--- src/rtl/sprite_pkg.sv ---
// Shared types for the sprite plotter: FSM states, object table entry, screen defaults.
// The ERASE state only exists when SPRITE_PLOTTER_ERASE_EN is defined.
package sprite_pkg;

  localparam int SCREEN_W_DEF = 160;
  localparam int SCREEN_H_DEF = 120;
  localparam int X_W_DEF      = 8;
  localparam int Y_W_DEF      = 7;
  localparam int COLOR_W_DEF  = 3;

`ifdef SPRITE_PLOTTER_ERASE_EN
  typedef enum logic [2:0] {IDLE, SNAP, ERASE, DRAW, FIN} state_t;
`else
  typedef enum logic [2:0] {IDLE, SNAP, DRAW, FIN} state_t;
`endif

  // Field widths bound the X_W/Y_W/COLOR_W parameters of the plotter.
  typedef struct packed {
    logic [X_W_DEF-1:0]     x;
    logic [Y_W_DEF-1:0]     y;
    logic [COLOR_W_DEF-1:0] color;
    logic                   en;
  } obj_t;

  function automatic int cnt_w(input int n);
    return (n > 1) ? $clog2(n) : 1;
  endfunction

endpackage

--- src/rtl/rect_scanner.sv ---
// Walks one OBJ_W x OBJ_H rectangle row-major, one pixel per step, and
// produces the screen address (one bit wider than the coordinates) plus a clip flag.
module rect_scanner
  import sprite_pkg::*;
#(
  parameter int OBJ_W    = 4,
  parameter int OBJ_H    = 4,
  parameter int X_W      = X_W_DEF,
  parameter int Y_W      = Y_W_DEF,
  parameter int SCREEN_W = SCREEN_W_DEF,
  parameter int SCREEN_H = SCREEN_H_DEF
) (
  input  logic         clk,
  input  logic         reset,
  input  logic         step,
  input  logic [X_W-1:0] base_x,
  input  logic [Y_W-1:0] base_y,
  output logic [X_W:0] px,
  output logic [Y_W:0] py,
  output logic         on_screen,
  output logic         last_pixel
);
  localparam int DX_W = cnt_w(OBJ_W);
  localparam int DY_W = cnt_w(OBJ_H);

  logic [DX_W-1:0] dx;
  logic [DY_W-1:0] dy;
  logic            last_col, last_row;

  assign last_col   = (dx == DX_W'(OBJ_W - 1));
  assign last_row   = (dy == DY_W'(OBJ_H - 1));
  assign last_pixel = last_col && last_row;

  // Extra top bit keeps base+offset from wrapping back onto the screen.
  assign px        = {1'b0, base_x} + (X_W+1)'(dx);
  assign py        = {1'b0, base_y} + (Y_W+1)'(dy);
  assign on_screen = (px < (X_W+1)'(SCREEN_W)) && (py < (Y_W+1)'(SCREEN_H));

  always_ff @(posedge clk) begin
    if (reset) begin
      dx <= '0;
      dy <= '0;
    end else if (step) begin
      if (last_col) begin
        dx <= '0;
        dy <= last_row ? '0 : dy + 1'b1;
      end else begin
        dx <= dx + 1'b1;
      end
    end
  end

endmodule

--- src/rtl/sprite_plotter.sv ---
// Frame renderer: snapshots a pending object table, then plots each object's
// rectangle one pixel per cycle. Define SPRITE_PLOTTER_ERASE_EN to erase old positions first.
module sprite_plotter
  import sprite_pkg::*;
#(
  parameter int NUM_OBJ  = 4,
  parameter int OBJ_W    = 4,
  parameter int OBJ_H    = 4,
  parameter int X_W      = X_W_DEF,
  parameter int SCREEN_W = SCREEN_W_DEF,
  parameter int Y_W      = Y_W_DEF,
  parameter int SCREEN_H = SCREEN_H_DEF,
  parameter int COLOR_W  = COLOR_W_DEF,
  parameter int BG_COLOR = 0
) (
  input  logic                       clk,
  input  logic                       reset,
  input  logic                       start,
  input  logic                       obj_we,
  input  logic [$clog2(NUM_OBJ)-1:0] obj_idx,
  input  logic [X_W-1:0]             obj_x,
  input  logic [Y_W-1:0]             obj_y,
  input  logic [COLOR_W-1:0]         obj_color,
  input  logic                       obj_en,
  output logic [X_W-1:0]             xpos,
  output logic [Y_W-1:0]             ypos,
  output logic [COLOR_W-1:0]         color,
  output logic                       plot,
  output logic                       busy,
  output logic                       done
);
  localparam int IDX_W = $clog2(NUM_OBJ);

`ifdef SPRITE_PLOTTER_ERASE_EN
  localparam state_t FIRST_PASS = ERASE;
`else
  localparam state_t FIRST_PASS = DRAW;
`endif

  state_t             state;
  logic [IDX_W-1:0]   obj_cnt;
  obj_t               pend [NUM_OBJ];
  obj_t               act  [NUM_OBJ];
  obj_t               wr_ent, cur;
  logic               cur_vis, scanning, on_screen, last_pixel;
  logic [COLOR_W-1:0] cur_color;
  logic [X_W:0]       px;
  logic [Y_W:0]       py;

  assign wr_ent = '{x: X_W_DEF'(obj_x), y: Y_W_DEF'(obj_y),
                    color: COLOR_W_DEF'(obj_color), en: obj_en};

`ifdef SPRITE_PLOTTER_ERASE_EN
  obj_t               prev [NUM_OBJ];
  logic [NUM_OBJ-1:0] prev_valid;

  assign scanning = (state == ERASE) || (state == DRAW);

  // Erase walks the last drawn rectangle; never-drawn or disabled ones stay dark.
  always_comb begin
    cur     = act[obj_cnt];
    cur_vis = cur.en;
    if (state == ERASE) begin
      cur     = prev[obj_cnt];
      cur_vis = prev_valid[obj_cnt] && cur.en;
    end
    cur_color = (state == ERASE) ? COLOR_W'(BG_COLOR) : cur.color[COLOR_W-1:0];
  end
`else
  assign scanning = (state == DRAW);

  always_comb begin
    cur       = act[obj_cnt];
    cur_vis   = cur.en;
    cur_color = cur.color[COLOR_W-1:0];
  end
`endif

  rect_scanner #(
    .OBJ_W(OBJ_W), .OBJ_H(OBJ_H), .X_W(X_W), .Y_W(Y_W),
    .SCREEN_W(SCREEN_W), .SCREEN_H(SCREEN_H)
  ) u_scan (
    .clk       (clk),
    .reset     (reset),
    .step      (scanning),
    .base_x    (cur.x[X_W-1:0]),
    .base_y    (cur.y[Y_W-1:0]),
    .px        (px),
    .py        (py),
    .on_screen (on_screen),
    .last_pixel(last_pixel)
  );

  always_ff @(posedge clk) begin
    if (reset) begin
      state   <= IDLE;
      obj_cnt <= '0;
      plot    <= 1'b0;
      busy    <= 1'b0;
      done    <= 1'b0;
      xpos    <= '0;
      ypos    <= '0;
      color   <= '0;
      for (int i = 0; i < NUM_OBJ; i++) begin
        pend[i] <= '0;
        act[i]  <= '0;
`ifdef SPRITE_PLOTTER_ERASE_EN
        prev[i] <= '0;
`endif
      end
`ifdef SPRITE_PLOTTER_ERASE_EN
      prev_valid <= '0;
`endif
    end else begin
      done <= 1'b0;
      plot <= scanning && on_screen && cur_vis;
      if (scanning) begin
        xpos  <= px[X_W-1:0];
        ypos  <= py[Y_W-1:0];
        color <= cur_color;
      end
      if (obj_we) pend[obj_idx] <= wr_ent;

      case (state)
        IDLE: if (start) begin
          state <= SNAP;
          busy  <= 1'b1;
        end
        SNAP: begin
          // A write landing in this cycle bypasses into the snapshot.
          for (int i = 0; i < NUM_OBJ; i++)
            act[i] <= (obj_we && obj_idx == IDX_W'(i)) ? wr_ent : pend[i];
          obj_cnt <= '0;
          state   <= FIRST_PASS;
        end
`ifdef SPRITE_PLOTTER_ERASE_EN
        ERASE: if (last_pixel) state <= DRAW;
`endif
        DRAW: if (last_pixel) begin
`ifdef SPRITE_PLOTTER_ERASE_EN
          prev[obj_cnt]       <= act[obj_cnt];
          prev_valid[obj_cnt] <= 1'b1;
`endif
          if (obj_cnt == IDX_W'(NUM_OBJ - 1)) begin
            state <= FIN;
          end else begin
            obj_cnt <= obj_cnt + 1'b1;
            state   <= FIRST_PASS;
          end
        end
        FIN: begin
          done  <= 1'b1;
          busy  <= 1'b0;
          state <= IDLE;
        end
        default: state <= IDLE;
      endcase
    end
  end

endmodule
--- config.mk ---
export PLATFORM = sky130hd
export DESIGN_NAME = sprite_plotter
export DESIGN_NICKNAME = d
export VERILOG_FILES = /design/src/rtl/sprite_pkg.sv /design/src/rtl/rect_scanner.sv /design/src/rtl/sprite_plotter.sv
export SDC_FILE = /design/constraint.sdc
export NUM_CORES = 1
export LEC_CHECK = 0
export BUFFER_PORTS_ARGS = -buffer_cell sky130_fd_sc_hd__buf_4
export CAP_MARGIN = 5
export CORE_MARGIN = 2
export CORE_UTILIZATION = 35
export CTS_BUF_LIST = sky130_fd_sc_hd__clkbuf_4 sky130_fd_sc_hd__clkbuf_8 sky130_fd_sc_hd__clkbuf_16
export DETAILED_ROUTE_END_ITERATION = 8
export GPL_TIMING_DRIVEN = 0
export PLACE_DENSITY = 0.61
export SLEW_MARGIN = 20
export SYNTH_ARGS = -nofsm -noshare
export SYNTH_HDL_FRONTEND = slang
export SYNTH_SLANG_ARGS = --single-unit
export TNS_END_PERCENT = 50
--- constraint.sdc ---
create_clock -name clk -period 3.41 [get_ports clk]
set_input_delay 0.1705 -clock clk [delete_from_list [all_inputs] [get_ports clk]]
set_output_delay 0.1705 -clock clk [all_outputs]
set_load 0.02 [all_outputs]
# After elaboration in Yosys (flattened, before gate mapping)

Memory sizes are Yosys's and may differ from the RTL's. A register that Yosys moved wholly into a read port is not among the register bits.
Index checks and enable logic that the tools add are counted.

Eq/ne operators: 12
Bitwise logic cells: 4
Reductions and logical operators: 17
Order comparisons: 2
Mux-type cells: 33
Add/sub/neg operators: 5

Operators with widths:

| operator            | number |
|---|---|
| $mux 19             | 9 |
| $reduce_or 19->1    | 1 |
| $mux 2              | 7 |
| $mux 1              | 12 |
| $eq 2x2->1 const B  | 5 |
| $add 8x2->9         | 1 |
| $lt 9x8->1 const B  | 1 |
| $pmux 3 s3          | 1 |
| $add 7x2->8         | 1 |
| $logic_and 1x1->1   | 8 |
| $lt 8x7->1 const B  | 1 |
| $add 2x1->2 const B | 3 |
| $eq 3x2->1 const B  | 2 |
| $mux 3              | 2 |
| $reduce_and 2->1    | 3 |
| $ne 2x2->1 const B  | 2 |
| $or 1x1->1          | 4 |
| $pmux 2 s2          | 1 |
| $reduce_bool 2->1   | 2 |
| $eq 3x1->1 const B  | 1 |
| $logic_not 3->1     | 1 |
| $reduce_and 3->1    | 1 |
| $eq 2x1->1 const B  | 1 |
| $logic_not 2->1     | 1 |
| other kinds (2)     | 2 |

Logic and storage cells: 85
Bits in registers: 30
Memory bits (writable): 152
Output and inout port bits: 21
Memories kept: 2

Memories:

| memory | depth | bits a word | rd ports | clocked after memory_dff | wr ports | RTL line             | RTL |
|---|---|---|---|---|---|---|---|
| act    | 4     | 19          | 1        | 1                        | 4        | sprite_plotter.sv:43 | `obj_t act [NUM_OBJ];` |
| pend   | 4     | 19          | 4        | 0                        | 4        | sprite_plotter.sv:42 | `obj_t pend [NUM_OBJ];` |

# Depth between registers and ports, before layout

Gate-level depths: netlist of the first run.

Depth after elaboration: 6
Depth in mapped cells: 9
Mapped depth without buffers: 7

# Modules after synthesis

Synthesis of the first run repeated with hierarchy kept, for this count alone.

Cell total of the unflattened synthesis: 720
Area, all modules: 8264.2 um^2

Modules (own cells, without submodules):

| module         | times used | seq. area each (um^2) | area each (um^2) | cells an instance |
|---|---|---|---|---|
| sprite_plotter | 1          | 5104.9                | 7723.7           | 648 |
| rect_scanner   | 1          | 80.1                  | 540.5            | 72 |

# Worst setup path after synthesis of the first run

No wires, ideal clock.

Path type: register to register
From: register with a tool-made name
To: register xpos[7]
Required time: 3.322 ns
Period minus slack after synthesis: 2.443 ns
Library setup time: 0.088 ns
Cell stages (with the launch flop): 9
Buffers on the path: 2
Arrival: 2.354 ns
Path slack: 0.967 ns
Cell sequence: dfxtp_1 > buf_6 > buf_6 > mux4_1 > ha_1 > a21o_1 > nand4_2 > or3_1 > a311oi_2

RTL lines:

| what                 | RTL line              | RTL |
|---|---|---|
| end signal, assigned | sprite_plotter.sv:118 | `xpos <= px[X_W-1:0];` |
| end, declared        | sprite_plotter.sv:25  | `output logic [X_W-1:0] xpos,` |

==> results of run 1 <==
## stage by stage
stage / setup WS, ps / std cells / hold slack [ps]
after global placement: 678 / 1081 / 472
final: 680 / 1114 / 57.7
after floorplan: 967 / 719 / 375
after CTS: 627 / 1114 / 42.8
after detailed placement: 649 / 1082 / 473
after global routing: 531 / 1114 / 76.8
## area by class of cell
type,count,area (um^2)
clock buffers,17,425
repair buffers,44,343
inverters,26,97.6
plain buffers,46,194
well taps,319,399
fillers,2257,13700
flip-flops and latches,183,5180
multi-input cells,464,2730
clock inverters,15,156
## path summary, 6_finish.rpt
| kind | from | to | slack [ps] | cells past startpoint |
|---|---|---|---|---|
| max | flop | xpos[6]$_SDFFE_PP0P_ | 680 | 9 |
| min | reset | done$_SDFF_PP0_ | 60 | 2 |
| max reg2reg | flop | xpos[6]$_SDFFE_PP0P_ | 680 | 9 |
| min reg2reg | xpos[1]$_SDFFE_PP0P_ | xpos[1]$_SDFFE_PP0P_ | 480 | 2 |
## flip-flops by register name, summed over array words and instances, names as in the netlist, named ones only
signal     count
obj_cnt        2
ypos           7
pend          76
done           1
state          2
plot           1
xpos           8
u_scan.dx      2
act           76
u_scan.dy      2
color          3
busy           1
## power by group through the flow
stage	combinational (mW)	clock, mW	sequential [mW]
after floorplan	0.696	0	3.12
after CTS	1.18	1.95	3.03
after global routing	1.30	2.03	3.07
final	1.17	1.91	3.02
after detailed placement	1.18	0	3.08
after global placement	1.15	0	3.07
## layer usage
layer,part of all wire (%),vias up,global-route usage (%)
met5,0,-,0
met4,1.6,0,4.76
met3,5.0,15,3.41
met2,47,148,24.9
met1,47,2440,20.8
li1,-,2662,-
## cells by family after synthesis
| family | share of synthesized area [%] |
|---|---|
| AO/OA/AOI/OAI | 7.44 |
| XOR/XNOR | 0.747 |
| adder cells (fa/ha/maj) | 2.32 |
| buffers and inverters | 3.55 |
| flip-flops | 63.2 |
| multiplexers | 7.03 |
| AND/OR/NAND/NOR | 15.7 |
## critical path, delay by kind of cell (launching register included)
| family | cells | cell delay [ps] |
|---|---|---|
| buffers and inverters | 3 | 630 |
| adders and majority gates | 2 | 610 |
| AOI/OAI and AO/OA | 1 | 230 |
| and+or+nand+nor | 2 | 630 |
| muxes | 1 | 230 |
| DFF | 1 | 310 |
## cell usage in the layout, fill, tap and decap left out, types with 3 or more instances in the layout
cell,netlist,layout
buf_1,6,6
inv_8,0,3
xor2_1,5,5
nand3_1,6,6
mux4_2,6,6
a311oi_2,3,3
dfxtp_1,31,31
and3_1,16,16
nand2b_1,5,5
buf_2,4,4
ha_1,12,12
buf_4,0,43
clkinv_8,0,3
nand2_1,185,185
inv_1,26,26
o21ai_0,5,5
clkbuf_16,0,17
nor2_1,71,71
or3_1,4,4
mux2i_1,10,10
a21oi_1,87,87
clkbuf_1,33,33
inv_6,0,5
edfxtp_1,152,152
mux4_1,13,13
a211oi_1,7,7
==> impl_metrics.ini, run 1 <==
[global_routing]
grt_overflow_total = 0
antenna_found_initial = 0
grt_pass1_wl_mm = 28.4
grt_use_total_pct = 15.4
grt_pass1_vias = 5131
grt_max_degree = 45

[layout]
utilization_pct = 41.0
fin_area_mm2 = 0.00953
antenna_cells = 0
syn2layout_area_growth_pct = 16.2
drive_gt1_share_pct = 12.2
final_nets = 821

[clock_network]
clock_sinks = 183
postCtsSetupRepairBufs = 0
cts_buffers = 17
hold_buffers = 0
cts_tree = yes
clockRootBuffer = clkbuf_16
cts_resized = 0
clkTransAtPathRegs_ps = 70
clk_path_buf_depth = 2
insertion_delay_ps = 430
htree_levels = 4

[routing]
drc = 0
vias = 5265
drt_wl_total_mm = 18.0
ant_nets = 0
drt_iter0_drc = 508
dr.pass1.iters = 5
avgViaCountPerCell = 4.73
wl_per_cell_um = 16.2

[power_and_ir_drop]
power_density_mw_per_mm2 = 640
vdd_drop_max_mv = 0.377
p_comb_share_pct = 19.2
clockPowerShare_pct = 31.2
p_int_mw = 4.30
power_mw = 6.10
swShare_pct = 29.5
p_leak_nw = 3.67
power.share.sequential_pct = 49.5
switchingPower_mw = 1.80

[timing]
worst-slew-pin-transition_ps = 966
slew-limit-headroom_pct = 35.6
fin_skew_ps = 10.7
period_minus_slack_ps = 2730
rsz0062_at_grt = no
hold_viol_final = 0
fmax_mhz = 366
setup_viol = 0
fin_crit_sh_pct = 80.1
fin_setup_tns_ps = 0
drv_slew = 0

[setup_path]
worstPathMaxFanout = 10
crit_arrival_ps = 3070
crit_chain = clkbuf_2, buf_2, mux4_1, ha_1, inv_1, fa_1, nand3b_1, or3_1, a311oi_2
cpPeakStageDelay_ps = 430
slowest_stage = fa_1
start_kind = flop
end_kind = flop
worstSetupPathType = reg2reg
required_ps = 3750

[yosys]
ys_types = 43
synth.largest_area_cell = edfxtp_1
synth_edf_count = 152
ys_warn_count = 0
ys_seq_elements = 183
yosysMostFrequentCell = nand2_1
synthTopCellsByArea = edfxtp_1, nand2_1, dfxtp_1
yosysTopAreaCellShare_pct = 55.6
ys_seq_area_share_pct = 63.2
synthArstFlopShare_pct = 0
postSynthAreaPerCell_um2 = 11.4
synthFlopType = edfxtp_1
post_synth_inst_count = 719
syn-num-nets = 758
synth_area_mm2 = 0.00820
ys_top_cells_by_count = nand2_1, edfxtp_1, a21oi_1

[die]
core_mm2 = 0.0233
start_util_pct = 35.3
io_pins = 46
die_h_um = 157
std_cell_rows = 56
die_w_um = 157
die_area_mm2 = 0.0247

[placement]
post_dp_cell_area_mm2 = 0.00895
gp_congestion = 0.841
numPortBuffers = 43
dpl.hpwl_mm = 13.5

[run_status]
status = complete, no violations

[worst_hold_path]
holdCritPathClass = in2reg

[flow_run]
cap_viol_max_count = 0
Note: power is estimated with default switching activity, not from simulation.
==> run 2: changes to the inputs <==
--- a/config.mk
+++ b/config.mk
@@ -12,7 +12,7 @@
 export CTS_BUF_LIST = sky130_fd_sc_hd__clkbuf_4 sky130_fd_sc_hd__clkbuf_8 sky130_fd_sc_hd__clkbuf_16
 export DETAILED_ROUTE_END_ITERATION = 8
 export GPL_TIMING_DRIVEN = 0
-export PLACE_DENSITY = 0.61
+export PLACE_DENSITY = 0.62
 export SLEW_MARGIN = 20
 export SYNTH_ARGS = -nofsm -noshare
 export SYNTH_HDL_FRONTEND = slang
==> constraint.sdc (replaced) <==
create_clock -name clk -period 2.44 [get_ports clk]
set_input_delay 0.122 -clock clk [delete_from_list [all_inputs] [get_ports clk]]
set_output_delay 0.122 -clock clk [all_outputs]
set_load 0.02 [all_outputs]
==> impl_metrics.ini, run 2 (synthesized netlist as in run 1, its figures left out) <==
[run_status]
status = complete, no violations

[layout]
syn2layout_area_growth_pct = 17.5
final_nets = 828
fin_area_mm2 = 0.00964
final_common_cell = nand2_1
top_regs = act x76, pend x76, xpos x8
antenna_cells = 0
nFillCells = 2234
utilization_pct = 41.4
drive_gt1_share_pct = 13.6
final_cell_mix = nand2_1, edfxtp_1, a21oi_1

[timing]
fmax_mhz = 426
slew-limit-headroom_pct = 36.3
period_minus_slack_ps = 2350
fin_skew_ps = 11.4
worst-slew-pin-transition_ps = 956
whs_ps = 52.1
drv_slew = 0
rsz0062_at_grt = no
setup_viol = 0
hold_viol_final = 0
fin_crit_sh_pct = 96.3

[power_and_ir_drop]
clockPowerShare_pct = 32.4
power.share.sequential_pct = 48.5
switchingPower_mw = 2.51
p_leak_nw = 3.71
swShare_pct = 28.7
vdd_drop_max_mv = 0.381
power_density_mw_per_mm2 = 905
p_int_mw = 6.21
p_comb_share_pct = 19.1

[placement]
gp_congestion = 0.849
post_dp_cell_area_mm2 = 0.00896
dpl.hpwl_mm = 13.6
numPortBuffers = 43

[clock_network]
clk_path_buf_depth = 2
cts_tree = yes
clkTransAtPathRegs_ps = 70
clock_sinks = 183
htree_levels = 4
insertion_delay_ps = 430
cts_buffers = 17
clockRootBuffer = clkbuf_16

[die]
die_w_um = 157
std_cell_rows = 56
io_pins = 46
start_util_pct = 35.3
die_area_mm2 = 0.0247
die_h_um = 157
core_mm2 = 0.0233

[global_routing]
grt_use_met2_pct = 24.7
grt_pass1_wl_mm = 28.4
antenna_found_initial = 0
grt_max_degree = 59
use_met1_pct = 20.6
grt_use_total_pct = 15.3
grt_pass1_vias = 5036
use_met3_pct = 2.95
grt_overflow_total = 0
grt.busiest_layer = met2

[routing]
avgViaCountPerCell = 4.74
dr.pass1.iters = 5
drc = 0
drt_iter0_drc = 435
ant_nets = 0
vias = 5308
wl_per_cell_um = 16.2
drt_wl_total_mm = 18.1

[flow_run]
cap_viol_max_count = 0

[setup_path]
worstSetupPathType = reg2reg
crit_cells = 8
r2r_slack_ps = 90
r2r_end = xpos[6]$_SDFFE_PP0P_
cpPeakStageDelay_ps = 400
cp_top_family = simple AND/OR/NAND/NOR gates
crit_arrival_ps = 2690
crit_chain = buf_8, mux4_1, ha_1, inv_1, fa_2, nand3b_1, or3_1, a311oi_2
worstPathMaxFanout = 8
crit_buf_inv = 2
slowest_stage = or3_1
r2r.worst_path.cells = 8
endpoint = xpos[6]$_SDFFE_PP0P_
start_kind = flop
end_kind = flop
required_ps = 2790

[worst_hold_path]
holdCritPathClass = in2reg
## run 2: cell count changes in the layout (fill, tap and decap cells not counted), moves of 2 or more
cell	previous run	this run
buf_4	43	51
buf_6	2	0
bufinv_16	0	2
clkinv_4	2	0
clkinv_8	3	1
fa_1	2	0
fa_2	0	2
mux4_1	13	11
mux4_2	6	8
## run 2: power groups by stage
| stage | sequential, mW | combinational [mW] | clock, mW |
|---|---|---|---|
| after floorplan | 4.36 | 0.973 | 0 |
| after global placement | 4.29 | 1.61 | 0 |
| after detailed placement | 4.30 | 1.66 | 0 |
| after CTS | 4.24 | 1.68 | 2.87 |
| after global routing | 4.29 | 1.85 | 2.99 |
| final | 4.23 | 1.66 | 2.82 |
## run 2: layout make-up
class / count / area [um^2] / area share [%]
Buffer: 44 / 190 / 1.97
Clock buffer: 17 / 425 / 4.41
Clock inverter: 15 / 180 / 1.87
Inverter: 26 / 97.6 / 1.01
Multi-Input combinational cell: 464 / 2740 / 28.4
Sequential cell: 183 / 5190 / 53.8
Tap cell: 319 / 399 / 4.14
Timing Repair Buffer: 53 / 420 / 4.36
## run 2: how the worst min path moves through the flow
stage | startpoint | endpoint | slack, ps | cells past startpoint
floorplan | obj_x[7] | pend[3][18]$_DFFE_PP_ | 330 | 2
global placement | reset | done$_SDFF_PP0_ | 440 | 2
detailed placement | reset | done$_SDFF_PP0_ | 440 | 2
CTS | obj_x[3] | pend[0][14]$_SDFFCE_PN0P_ | 40 | 2
global route | obj_x[4] | pend[0][15]$_SDFFCE_PN0P_ | 40 | 2
finish | start | busy$_SDFFE_PP0P_ | 50 | 5
## run 2: through the flow
stage	setup TNS (ps)	worst slack (ps)	std cells	total power, mW
3_3_place_gp	-1060	-285	1081	5.90
5_1_grt	0	4.01	1121	9.12
3_5_place_dp	-1310	-322	1082	5.96
2_1_floorplan	0	10.5	719	5.33
4_1_cts	0	23.2	1117	8.79
6_report	0	91.3	1121	8.72
## run 2: layer usage
metal | routed length (um) | vias to the layer above
li1 | - | 2668
met1 | 8400 | 2466
met2 | 8560 | 154
met3 | 885 | 20
met4 | 298 | 0
met5 | 0 | -
## run 2: what timing repair did
action | 4_1_cts | 5_1_grt
buffers inserted | 3 | 5
pin swaps | 2 | 2
endpoints found under the setup margin | 9 | 5
gates cloned | 0 | 0
gates resized for setup | 9 | 3
endpoints found under the hold margin | 1 | 0
hold buffers | 1 | 0
## run 2: worst register-to-register path, cell delays in order, from the launching register on
cell and delay [ps]:
dfxtp_2 330, buf_8 130, mux4_1 350, ha_1 170, inv_1 60, fa_2 380
nand3b_1 220, or3_1 400, a311oi_2 230
==> run 3: changes to the inputs <==
--- a/config.mk
+++ b/config.mk
@@ -8,11 +8,11 @@
 export BUFFER_PORTS_ARGS = -buffer_cell sky130_fd_sc_hd__buf_4
 export CAP_MARGIN = 5
 export CORE_MARGIN = 2
-export CORE_UTILIZATION = 35
+export CORE_UTILIZATION = 55
 export CTS_BUF_LIST = sky130_fd_sc_hd__clkbuf_4 sky130_fd_sc_hd__clkbuf_8 sky130_fd_sc_hd__clkbuf_16
 export DETAILED_ROUTE_END_ITERATION = 8
 export GPL_TIMING_DRIVEN = 0
-export PLACE_DENSITY = 0.62
+export PLACE_DENSITY = 0.86
 export SLEW_MARGIN = 20
 export SYNTH_ARGS = -nofsm -noshare
 export SYNTH_HDL_FRONTEND = slang
==> impl_metrics.ini, run 3 (synthesized netlist as in run 1, its figures left out) <==
[run_status]
status = complete, no violations

[timing]
period_minus_slack_ps = 2350
rsz0062_at_grt = yes
fin_skew_ps = 9.42
worst-slew-pin-transition_ps = 944
drv_slew = 0
fmax_mhz = 425
setup_viol = 0
fin_setup_tns_ps = 0
slew-limit-headroom_pct = 37.0
hold_viol_final = 0
whs_ps = 35.7
fin_crit_sh_pct = 96.4

[placement]
gp_congestion = 0.871
dpl.hpwl_mm = 12.7
numPortBuffers = 43

[layout]
syn2layout_area_growth_pct = 15.5
top_regs = act x76, pend x76, xpos x8
final_nets = 827
drive_gt1_share_pct = 13.6
final_cell_mix = nand2_1, edfxtp_1, a21oi_1
nFillCells = 1020
antenna_cells = 0
final_common_cell = nand2_1

[worst_hold_path]
holdCritPathClass = in2reg

[clock_network]
htree_levels = 4
clkTransAtPathRegs_ps = 60
insertion_delay_ps = 430
hold_buffers = 0
clockRootBuffer = clkbuf_16
cts_buffers = 17
cts_tree = yes
clock_sinks = 183
clk_path_buf_depth = 2

[setup_path]
worstSetupPathType = reg2reg
end_kind = flop
cpPeakStageDelay_ps = 410
crit_chain = buf_8, mux4_1, ha_1, inv_1, fa_2, nand3b_1, or3_1, a311oi_2
required_ps = 2780
crit_arrival_ps = 2690
start_kind = flop
worstPathMaxFanout = 8
slowest_stage = or3_1

[power_and_ir_drop]
vdd_drop_max_mv = 0.596
p_leak_nw = 3.70
power_density_mw_per_mm2 = 930
power_mw = 8.81

[global_routing]
grt_max_degree = 45
antenna_found_initial = 0
grt_overflow_total = 0
grt_use_total_pct = 24.4
grt_pass1_wl_mm = 29.6
grt_pass1_vias = 5565

[routing]
drc = 0
ant_nets = 0
drt_iter0_drc = 903
avgViaCountPerCell = 5.97
vias = 5879
drt_wl_total_mm = 18.7
dr.pass1.iters = 6
wl_per_cell_um = 19.0

[die]
std_cell_rows = 44
io_pins = 46
die_h_um = 126
die_area_mm2 = 0.0159
die_w_um = 126
core_mm2 = 0.0145
start_util_pct = 56.4

[flow_run]
cap_viol_max_count = 0
==> run 3: changes by cell type in the layout (fill, tap and decap cells not counted), sizes merged <==
cell and change:
clkinv +2, buf -1, dlygate4sd3 -1, clkbuf +3, bufinv +2, clkinvlp +3
inv -9
==> run 3: critical path: cells and delay by family, from the launching register on <==
family | cells | cell delay (ps)
AOI/OAI and AO/OA | 1 | 230
adders and majority gates | 2 | 550
buffers and inverters | 2 | 200
DFF | 1 | 320
muxes | 1 | 350
and+or+nand+nor | 2 | 620
==> run 3: report_power, final <==
group          internal (mW)  switching, mW
sequential              4.05          0.206
combinational          0.605           1.07
clock                   1.73           1.14
==> run 3: cell type report <==
cell class | count | area, um^2 | area share, %
well taps | 184 | 230 | 2.43
clock inverters | 13 | 180 | 1.90
flip-flops and latches | 183 | 5180 | 54.7
repair buffers | 52 | 403 | 4.25
clock buffers | 19 | 440 | 4.65
multi-input cells | 464 | 2750 | 29.0
plain buffers | 44 | 190 | 2.01
inverters | 26 | 97.6 | 1.03
==> run 3: worst paths after layout <==
| kind | startpoint | endpoint | slack [ps] | cells past startpoint |
|---|---|---|---|---|
| worst min register to register | obj_cnt[1]$_SDFFE_PP0P_ | obj_cnt[1]$_SDFFE_PP0P_ | 490 | 2 |
| worst min-delay path | reset | done$_SDFF_PP0_ | 40 | 2 |
| worst max register to register | flop | xpos[6]$_SDFFE_PP0P_ | 90 | 8 |
| worst max-delay path | flop | xpos[6]$_SDFFE_PP0P_ | 90 | 8 |
==> run 3: layer usage <==
metal / vias to the layer above / routed length, um / track usage (%)
li1: 2663 / - / -
met1: 2720 / 7290 / 32.6
met2: 433 / 9080 / 40.2
met3: 63 / 1830 / 5.40
met4: 0 / 515 / 7.95
met5: - / 0 / 0
==> run 3: through the flow <==
step                setup slack (ps)  utilization, %  area (um^2)  cells
CTS                             16.5            65.1         9460    983
global placement                -244            60.3         8760    946
finish                          87.1            65.2         9470    985
floorplan                       10.5               -         8210    719
detailed placement              -286            60.4         8780    947
global route                   -16.9            65.2         9470    985
==> run 3: what timing repair did <==
item	CTS	global route
pin swaps	3	0
gates resized for setup	9	6
setup buffers	5	3
endpoints found under the setup margin	9	14
